==> src/rtl/rv_pkg.sv <==
// Shared RV32I decode constants, control FSM state encoding and datapath mux encodings.
package rv_pkg;

  localparam logic [6:0] OP_R      = 7'b0110011;
  localparam logic [6:0] OP_I      = 7'b0010011;
  localparam logic [6:0] OP_LOAD   = 7'b0000011;
  localparam logic [6:0] OP_STORE  = 7'b0100011;
  localparam logic [6:0] OP_BRANCH = 7'b1100011;
  localparam logic [6:0] OP_LUI    = 7'b0110111;
  localparam logic [6:0] OP_AUIPC  = 7'b0010111;
  localparam logic [6:0] OP_JAL    = 7'b1101111;
  localparam logic [6:0] OP_JALR   = 7'b1100111;

  typedef enum logic [2:0] {
    StFetch  = 3'd0,
    StDecode = 3'd1,
    StExec   = 3'd2,
    StMem    = 3'd3,
    StWb     = 3'd4,
    StTrap   = 3'd5
  } state_e;

  typedef enum logic [1:0] {
    PcPlus4 = 2'b00,
    PcImm   = 2'b01,
    PcAlu   = 2'b10
  } pc_sel_e;

  typedef enum logic [1:0] {
    WbAlu = 2'b00,
    WbMem = 2'b01,
    WbPc4 = 2'b10,
    WbImm = 2'b11
  } wb_sel_e;

  function automatic logic is_legal_opcode(input logic [6:0] op);
    case (op)
      OP_R, OP_I, OP_LOAD, OP_STORE, OP_BRANCH,
      OP_LUI, OP_AUIPC, OP_JAL, OP_JALR: return 1'b1;
      default:                           return 1'b0;
    endcase
  endfunction

endpackage

==> src/rtl/branch_cond.sv <==
// Branch resolution from funct3 and the ALU compare flags; purely combinational.
module branch_cond (
  input  logic [2:0] funct3_i,
  input  logic       alu_zero_i,
  input  logic       alu_lt_i,
  input  logic       alu_ltu_i,
  output logic       taken_o,
  output logic       bad_funct3_o
);

  always_comb begin
    taken_o      = 1'b0;
    bad_funct3_o = 1'b0;
    case (funct3_i)
      3'b000:  taken_o = alu_zero_i;
      3'b001:  taken_o = ~alu_zero_i;
      3'b100:  taken_o = alu_lt_i;
      3'b101:  taken_o = ~alu_lt_i;
      3'b110:  taken_o = alu_ltu_i;
      3'b111:  taken_o = ~alu_ltu_i;
      default: bad_funct3_o = 1'b1;
    endcase
  end

endmodule

==> src/rtl/multicycle_ctrl.sv <==
// Multicycle RV32I control FSM: sequences fetch/decode/exec/mem/wb and the shared memory port,
// with sticky illegal-opcode and bus-timeout traps.
module multicycle_ctrl
  import rv_pkg::*;
#(
  parameter int unsigned TIMEOUT = 16,
  parameter int unsigned CNT_W   = 5
) (
  input  logic        clk,
  input  logic        reset,
  input  logic [31:0] instr,
  input  logic        mem_ack,
  input  logic        alu_zero,
  input  logic        alu_lt,
  input  logic        alu_ltu,
  output logic        mem_req,
  output logic        mem_we,
  output logic        addr_sel,
  output logic        ir_we,
  output logic        pc_we,
  output logic [1:0]  pc_sel,
  output logic        alu_a_sel,
  output logic        alu_b_sel,
  output logic        rf_we,
  output logic [1:0]  wb_sel,
  output logic        illegal,
  output logic        bus_err,
  output logic [2:0]  state
);

  localparam bit               TimeoutEn  = (TIMEOUT != 0);
  localparam logic [CNT_W-1:0] TimeoutCnt = CNT_W'(TIMEOUT);

  state_e           state_q, state_d;
  logic [CNT_W-1:0] cnt_q, cnt_d, cnt_inc;
  logic             illegal_q, illegal_d;
  logic             bus_err_q, bus_err_d;

  logic    mem_req_c, mem_we_c, addr_sel_c, ir_we_c, pc_we_c;
  logic    alu_a_sel_c, alu_b_sel_c, rf_we_c;
  pc_sel_e pc_sel_c;
  wb_sel_e wb_sel_c;

  logic [6:0] opcode;
  logic       rd_nz, taken, bad_funct3, timeout_hit;
  logic       unused_instr;

  assign opcode       = instr[6:0];
  assign rd_nz        = |instr[11:7];
  assign unused_instr = ^instr[31:15];

  branch_cond u_branch_cond (
    .funct3_i     (instr[14:12]),
    .alu_zero_i   (alu_zero),
    .alu_lt_i     (alu_lt),
    .alu_ltu_i    (alu_ltu),
    .taken_o      (taken),
    .bad_funct3_o (bad_funct3)
  );

  // The wait that would bring the counter to TIMEOUT traps, unless mem_ack arrives in it.
  assign cnt_inc     = cnt_q + CNT_W'(1);
  assign timeout_hit = TimeoutEn && (cnt_inc == TimeoutCnt);

  always_comb begin
    state_d     = state_q;
    illegal_d   = illegal_q;
    bus_err_d   = bus_err_q;
    mem_req_c   = 1'b0;
    mem_we_c    = 1'b0;
    addr_sel_c  = 1'b0;
    ir_we_c     = 1'b0;
    pc_we_c     = 1'b0;
    pc_sel_c    = PcPlus4;
    alu_a_sel_c = 1'b0;
    alu_b_sel_c = 1'b0;
    rf_we_c     = 1'b0;
    wb_sel_c    = WbAlu;

    case (state_q)
      StFetch: begin
        mem_req_c = 1'b1;
        if (mem_ack) begin
          ir_we_c = 1'b1;
          state_d = StDecode;
        end else if (timeout_hit) begin
          bus_err_d = 1'b1;
          state_d   = StTrap;
        end
      end
      StDecode: begin
        if (is_legal_opcode(opcode)) begin
          state_d = StExec;
        end else begin
          illegal_d = 1'b1;
          state_d   = StTrap;
        end
      end
      StExec: begin
        state_d = StWb;
        case (opcode)
          OP_I, OP_JALR: alu_b_sel_c = 1'b1;
          OP_LOAD, OP_STORE: begin
            alu_b_sel_c = 1'b1;
            state_d     = StMem;
          end
          OP_AUIPC: begin
            alu_a_sel_c = 1'b1;
            alu_b_sel_c = 1'b1;
          end
          OP_BRANCH: begin
            if (bad_funct3) begin
              illegal_d = 1'b1;
              state_d   = StTrap;
            end else begin
              pc_we_c  = 1'b1;
              pc_sel_c = taken ? PcImm : PcPlus4;
              state_d  = StFetch;
            end
          end
          default: ;
        endcase
      end
      StMem: begin
        mem_req_c  = 1'b1;
        addr_sel_c = 1'b1;
        mem_we_c   = (opcode == OP_STORE);
        if (mem_ack) begin
          if (opcode == OP_STORE) begin
            pc_we_c = 1'b1;
            state_d = StFetch;
          end else begin
            state_d = StWb;
          end
        end else if (timeout_hit) begin
          bus_err_d = 1'b1;
          state_d   = StTrap;
        end
      end
      StWb: begin
        rf_we_c = rd_nz;
        pc_we_c = 1'b1;
        state_d = StFetch;
        case (opcode)
          OP_LOAD: wb_sel_c = WbMem;
          OP_LUI:  wb_sel_c = WbImm;
          OP_JAL: begin
            wb_sel_c = WbPc4;
            pc_sel_c = PcImm;
          end
          OP_JALR: begin
            // JALR target comes straight off the ALU, so its EXEC operands stay selected.
            wb_sel_c    = WbPc4;
            pc_sel_c    = PcAlu;
            alu_b_sel_c = 1'b1;
          end
          default: ;
        endcase
      end
      StTrap: ;
      default: state_d = StFetch;
    endcase
  end

  always_comb begin
    cnt_d = cnt_q;
    if ((state_d != state_q) && ((state_d == StFetch) || (state_d == StMem))) begin
      cnt_d = '0;
    end else if (mem_req_c && !mem_ack) begin
      cnt_d = cnt_inc;
    end
  end

  always_ff @(posedge clk) begin
    if (reset) begin
      state_q   <= StFetch;
      cnt_q     <= '0;
      illegal_q <= 1'b0;
      bus_err_q <= 1'b0;
    end else begin
      state_q   <= state_d;
      cnt_q     <= cnt_d;
      illegal_q <= illegal_d;
      bus_err_q <= bus_err_d;
    end
  end

  // Every output is forced low while reset is asserted, whatever state the FSM was in.
  assign mem_req   = mem_req_c & ~reset;
  assign mem_we    = mem_we_c & ~reset;
  assign addr_sel  = addr_sel_c & ~reset;
  assign ir_we     = ir_we_c & ~reset;
  assign pc_we     = pc_we_c & ~reset;
  assign pc_sel    = pc_sel_c & {2{~reset}};
  assign alu_a_sel = alu_a_sel_c & ~reset;
  assign alu_b_sel = alu_b_sel_c & ~reset;
  assign rf_we     = rf_we_c & ~reset;
  assign wb_sel    = wb_sel_c & {2{~reset}};
  assign illegal   = illegal_q & ~reset;
  assign bus_err   = bus_err_q & ~reset;
  assign state     = state_q & {3{~reset}};

endmodule

==> config.mk <==
export PLATFORM = sky130hd
export DESIGN_NAME = multicycle_ctrl
export DESIGN_NICKNAME = d
export VERILOG_FILES = /design/src/rtl/rv_pkg.sv /design/src/rtl/branch_cond.sv /design/src/rtl/multicycle_ctrl.sv
export SDC_FILE = /design/constraint.sdc
export NUM_CORES = 1
export LEC_CHECK = 0
export ABC_AREA = 1
export CORE_UTILIZATION = 35
export CTS_BUF_LIST = sky130_fd_sc_hd__clkbuf_8 sky130_fd_sc_hd__clkbuf_16
export DETAILED_ROUTE_END_ITERATION = 10
export GPL_TIMING_DRIVEN = 0
export HOLD_SLACK_MARGIN = 0.05
export PLACE_DENSITY = 0.76
export SYNTH_ARGS = -nofsm -noshare
export SYNTH_HDL_FRONTEND = slang
export SYNTH_SLANG_ARGS = --single-unit
==> constraint.sdc <==
create_clock -name clk -period 2.1 [get_ports clk]
set_input_delay 0.315 -clock clk [delete_from_list [all_inputs] [get_ports clk]]
set_output_delay 0.315 -clock clk [all_outputs]
set_load 0.02 [all_outputs]
==> metrics <==
outcome finished, final reports clean; proportion of layout cells with a drive suffix above 1 16.0%; synthesized area per cell about 5.4 um^2; maximum number of pins on one net before global-route repair 11; minimum clock period 2.02 ns; vias in the first global route 1,018; highest fanout seen on the critical path 5; overall global routing resource usage 19.3%; clock share of power 34.8%; number of vias in the routed layout 1,178; fin nets 265; initial cell density of the core 38.3%; HP Start illegal_q; met3 Use GR between 3 and 4%; Storage cell area just over 200 um^2; met1 Usage GRT between 20% and 30%; slew at the pin closest to its max-slew limit 0.273 ns; worst clock skew 0.00302 ns; max cap viols 0; slowest stage delay, CP 0.50 ns; hold worst-path end illegal_q; Sinks on Clock Net 10; DRT iter0 DRCs 33; Worst R2R Start state_q[1]; Pins Over Slew Limit 0; RSZ-0062 raised after global routing yes; required time at the endpoint of the critical path 1.78 ns; core footprint 2570 um^2; Critical-path top delay cell clkdlybuf4s50_1; commonest non-fill, non-tap cell in the layout nand2_1; worst hold path stage count 2; total of fill cells in the finished design 268; Die W between 50 and 60 um; Die Span Y 55.0 um; total of buffers placed on input and output ports 37; TritonCTS Buffers 3; tightest slew margin relative to the limit between 80% and 90%; switch share 34.8%; relative area change from synthesis to final layout 51.9%; gp weighted congestion approximately 0.84; Net Count, Synth 220; clock slew at the register clock pins of the worst setup and hold paths 0.05 ns; number of remaining DRC errors 0; DPL Wire Length 2.11 mm; first-pass detailed-route iteration total 4; Int Power 0.475 mW; Worst VDD drop 0.490 mV; post-placement cell count 248; worst reg-to-reg setup slack 0.20 ns; Site Rows 18; crit start category input port; met2 track demand over resource between 30% and 40%; total power 0.730 mW; Via-to-Cell Ratio 4.62; power per cell area 488 nW/um^2; ordered cell list for the critical path clkdlybuf4s50_1, nor2_1, nand2_1, o22ai_1, dlygate4sd2_1; Worst setup EP type primary output; antenna diode instance count 0; antenna violations before repair 0; leak pwr 0.836 nW; worst path arrival time 1.71 ns; count of cells along the worst register-to-register path 16; residual antenna-violating net count after detailed routing 0; maximum operating frequency 494 MHz; non-filler instance count after layout 255; Root Buffer clkbuf_8; final period utilization 96.4%; final global-route overflow total 0; share of the yosys chip area belonging to registers 20.4%; Synth area leader nand2_1; highest-utilization routing layer at the global route stage met2; most frequent cells in the layout nand2_1 (53), inv_1 (30), nor2_1 (23), dlygate4sd2_1 (18), clkdlybuf4s50_1 (14); Setup Crit Path Kind in -> out; post-synth design cell area just under 1000 um^2; Max Buffers Root-to-Sink 2; footprint of the multi-input gates 692 um^2; Crit Reg-Reg Endpoint cnt_q[0]; Post-Layout Inst Area 1490 um^2; Hold Path Class reg -> reg; switching power 0.254 mW; area of the die 3030 um^2; biggest area contributors in the synthesized netlist nand2_1 (21%), dfxtp_1 (20%), inv_1 (12%); CTS tree done; hold slack 0.457 ns; first-pass GRT wire length 4.20 mm; Synth Warn # 0; number of hold buffers added after CTS 0; placed cell areas around 1400 um^2; Routed wire per std cell 10.1 um; share of the synthesized area in the top cell type 21.4%; H-tree levels 1; register bit total from synthesis 10; number of top-level pins 55; instance count of the mapped netlist 181; clock latency reported for the late side of the worst-skew pair 0.24 ns; combinational power share 33.4%; total wire length after detailed routing 2.57 mm; final hold vios 0; setup violators final 0; sequential power share 31.8%; number of different library cells in the post-synthesis netlist 25
## Yosys cell counts
cell	number
o21a_1	1
nand3_1	11
clkinv_1	1
a31oi_1	1
nor2_2	5
ha_1	1
nor2_4	1
nand4_1	4
nor3_1	2
clkbuf_1	1
inv_1	31
o22ai_1	1
dfxtp_1	10
nor2_1	25
nand2_2	4
xnor2_1	2
inv_2	4
a21boi_0	1
o21ai_0	5
nand2_1	56
o311ai_0	2
a21oi_1	7
nand2_4	1
or3_1	1
nand3_2	3
## flip-flops by register name, summed over array words and instances, names as in the netlist
signal,cells
cnt_q,5
state_q,3
bus_err_q,1
illegal_q,1
## power groups by stage
stage	clock network (mW)	logic, mW	registers (mW)
after floorplan	0	0.155	0.230
after global placement	0	0.244	0.234
after detailed placement	0	0.246	0.235
after CTS	0.256	0.243	0.231
after global routing	0.264	0.275	0.235
final	0.254	0.243	0.232
## timing repair
action / 4_1_cts / 5_1_grt
gates resized for setup: 40 / 7
setup endpoints to repair: 16 / 10
buffers inserted: 3 / 0
endpoints found under the hold margin: 0 / 0
pin swaps: 8 / 0
## metal layers
layer / wire length, um / share of wire (%)
met5: 0 / 0
met4: 21 / 0.82
met3: 82 / 3.2
met2: 1210 / 47
met1: 1250 / 49
## layout make-up
type | instances | share of cell area, %
inverter | 36 | 9.05
timing repair buffer | 40 | 24.6
multi-input combinational | 134 | 46.3
clock buffer | 4 | 3.69
tap | 30 | 2.51
sequential | 10 | 13.5
buffer | 1 | 0.335
## metrics by stage
stage,utilization [%],setup slack (ns),TNS [ns]
floorplan,-,0.345,0
global placement,54.2,-0.651,-3.59
detailed placement,54.2,-0.679,-3.70
CTS,57.4,0.0237,0
global route,58.2,-0.0140,-0.0140
finish,58.2,0.0756,0
## worst max-delay path: cells and delay by family
kind            cells  cell delay, ns
compound gates      1            0.18
buf+inv             2            0.86
simple gates        2            0.35
## logic make-up (layout without fill, tap and decap cells)
| kind of cell | count (synthesis) | after routing | share of synthesized area, % |
|---|---|---|---|
| adder cells (fa/ha/maj) | 1 | 1 | 1.27 |
| AO/OA/AOI/OAI | 18 | 18 | 10.7 |
| flip-flops | 10 | 10 | 20.4 |
| XOR/XNOR | 2 | 2 | 1.78 |
| AND/OR/NAND/NOR | 113 | 113 | 51.8 |
| buffers and inverters | 37 | 81 | 14.1 |
## how the worst max path moves through the flow
stage                     startpoint   endpoint  slack, ns  depth (start not counted)
after floorplan           state_q[2]  alu_b_sel       0.35                          4
after global placement      instr[1]      pc_we      -0.65                         10
after detailed placement    instr[1]      pc_we      -0.68                         10
after CTS                   instr[4]  pc_sel[0]       0.02                         11
after global routing      state_q[1]  pc_sel[0]      -0.01                         11
final                          reset  alu_b_sel       0.08                          5
Note: power is estimated with default switching activity, not from simulation.
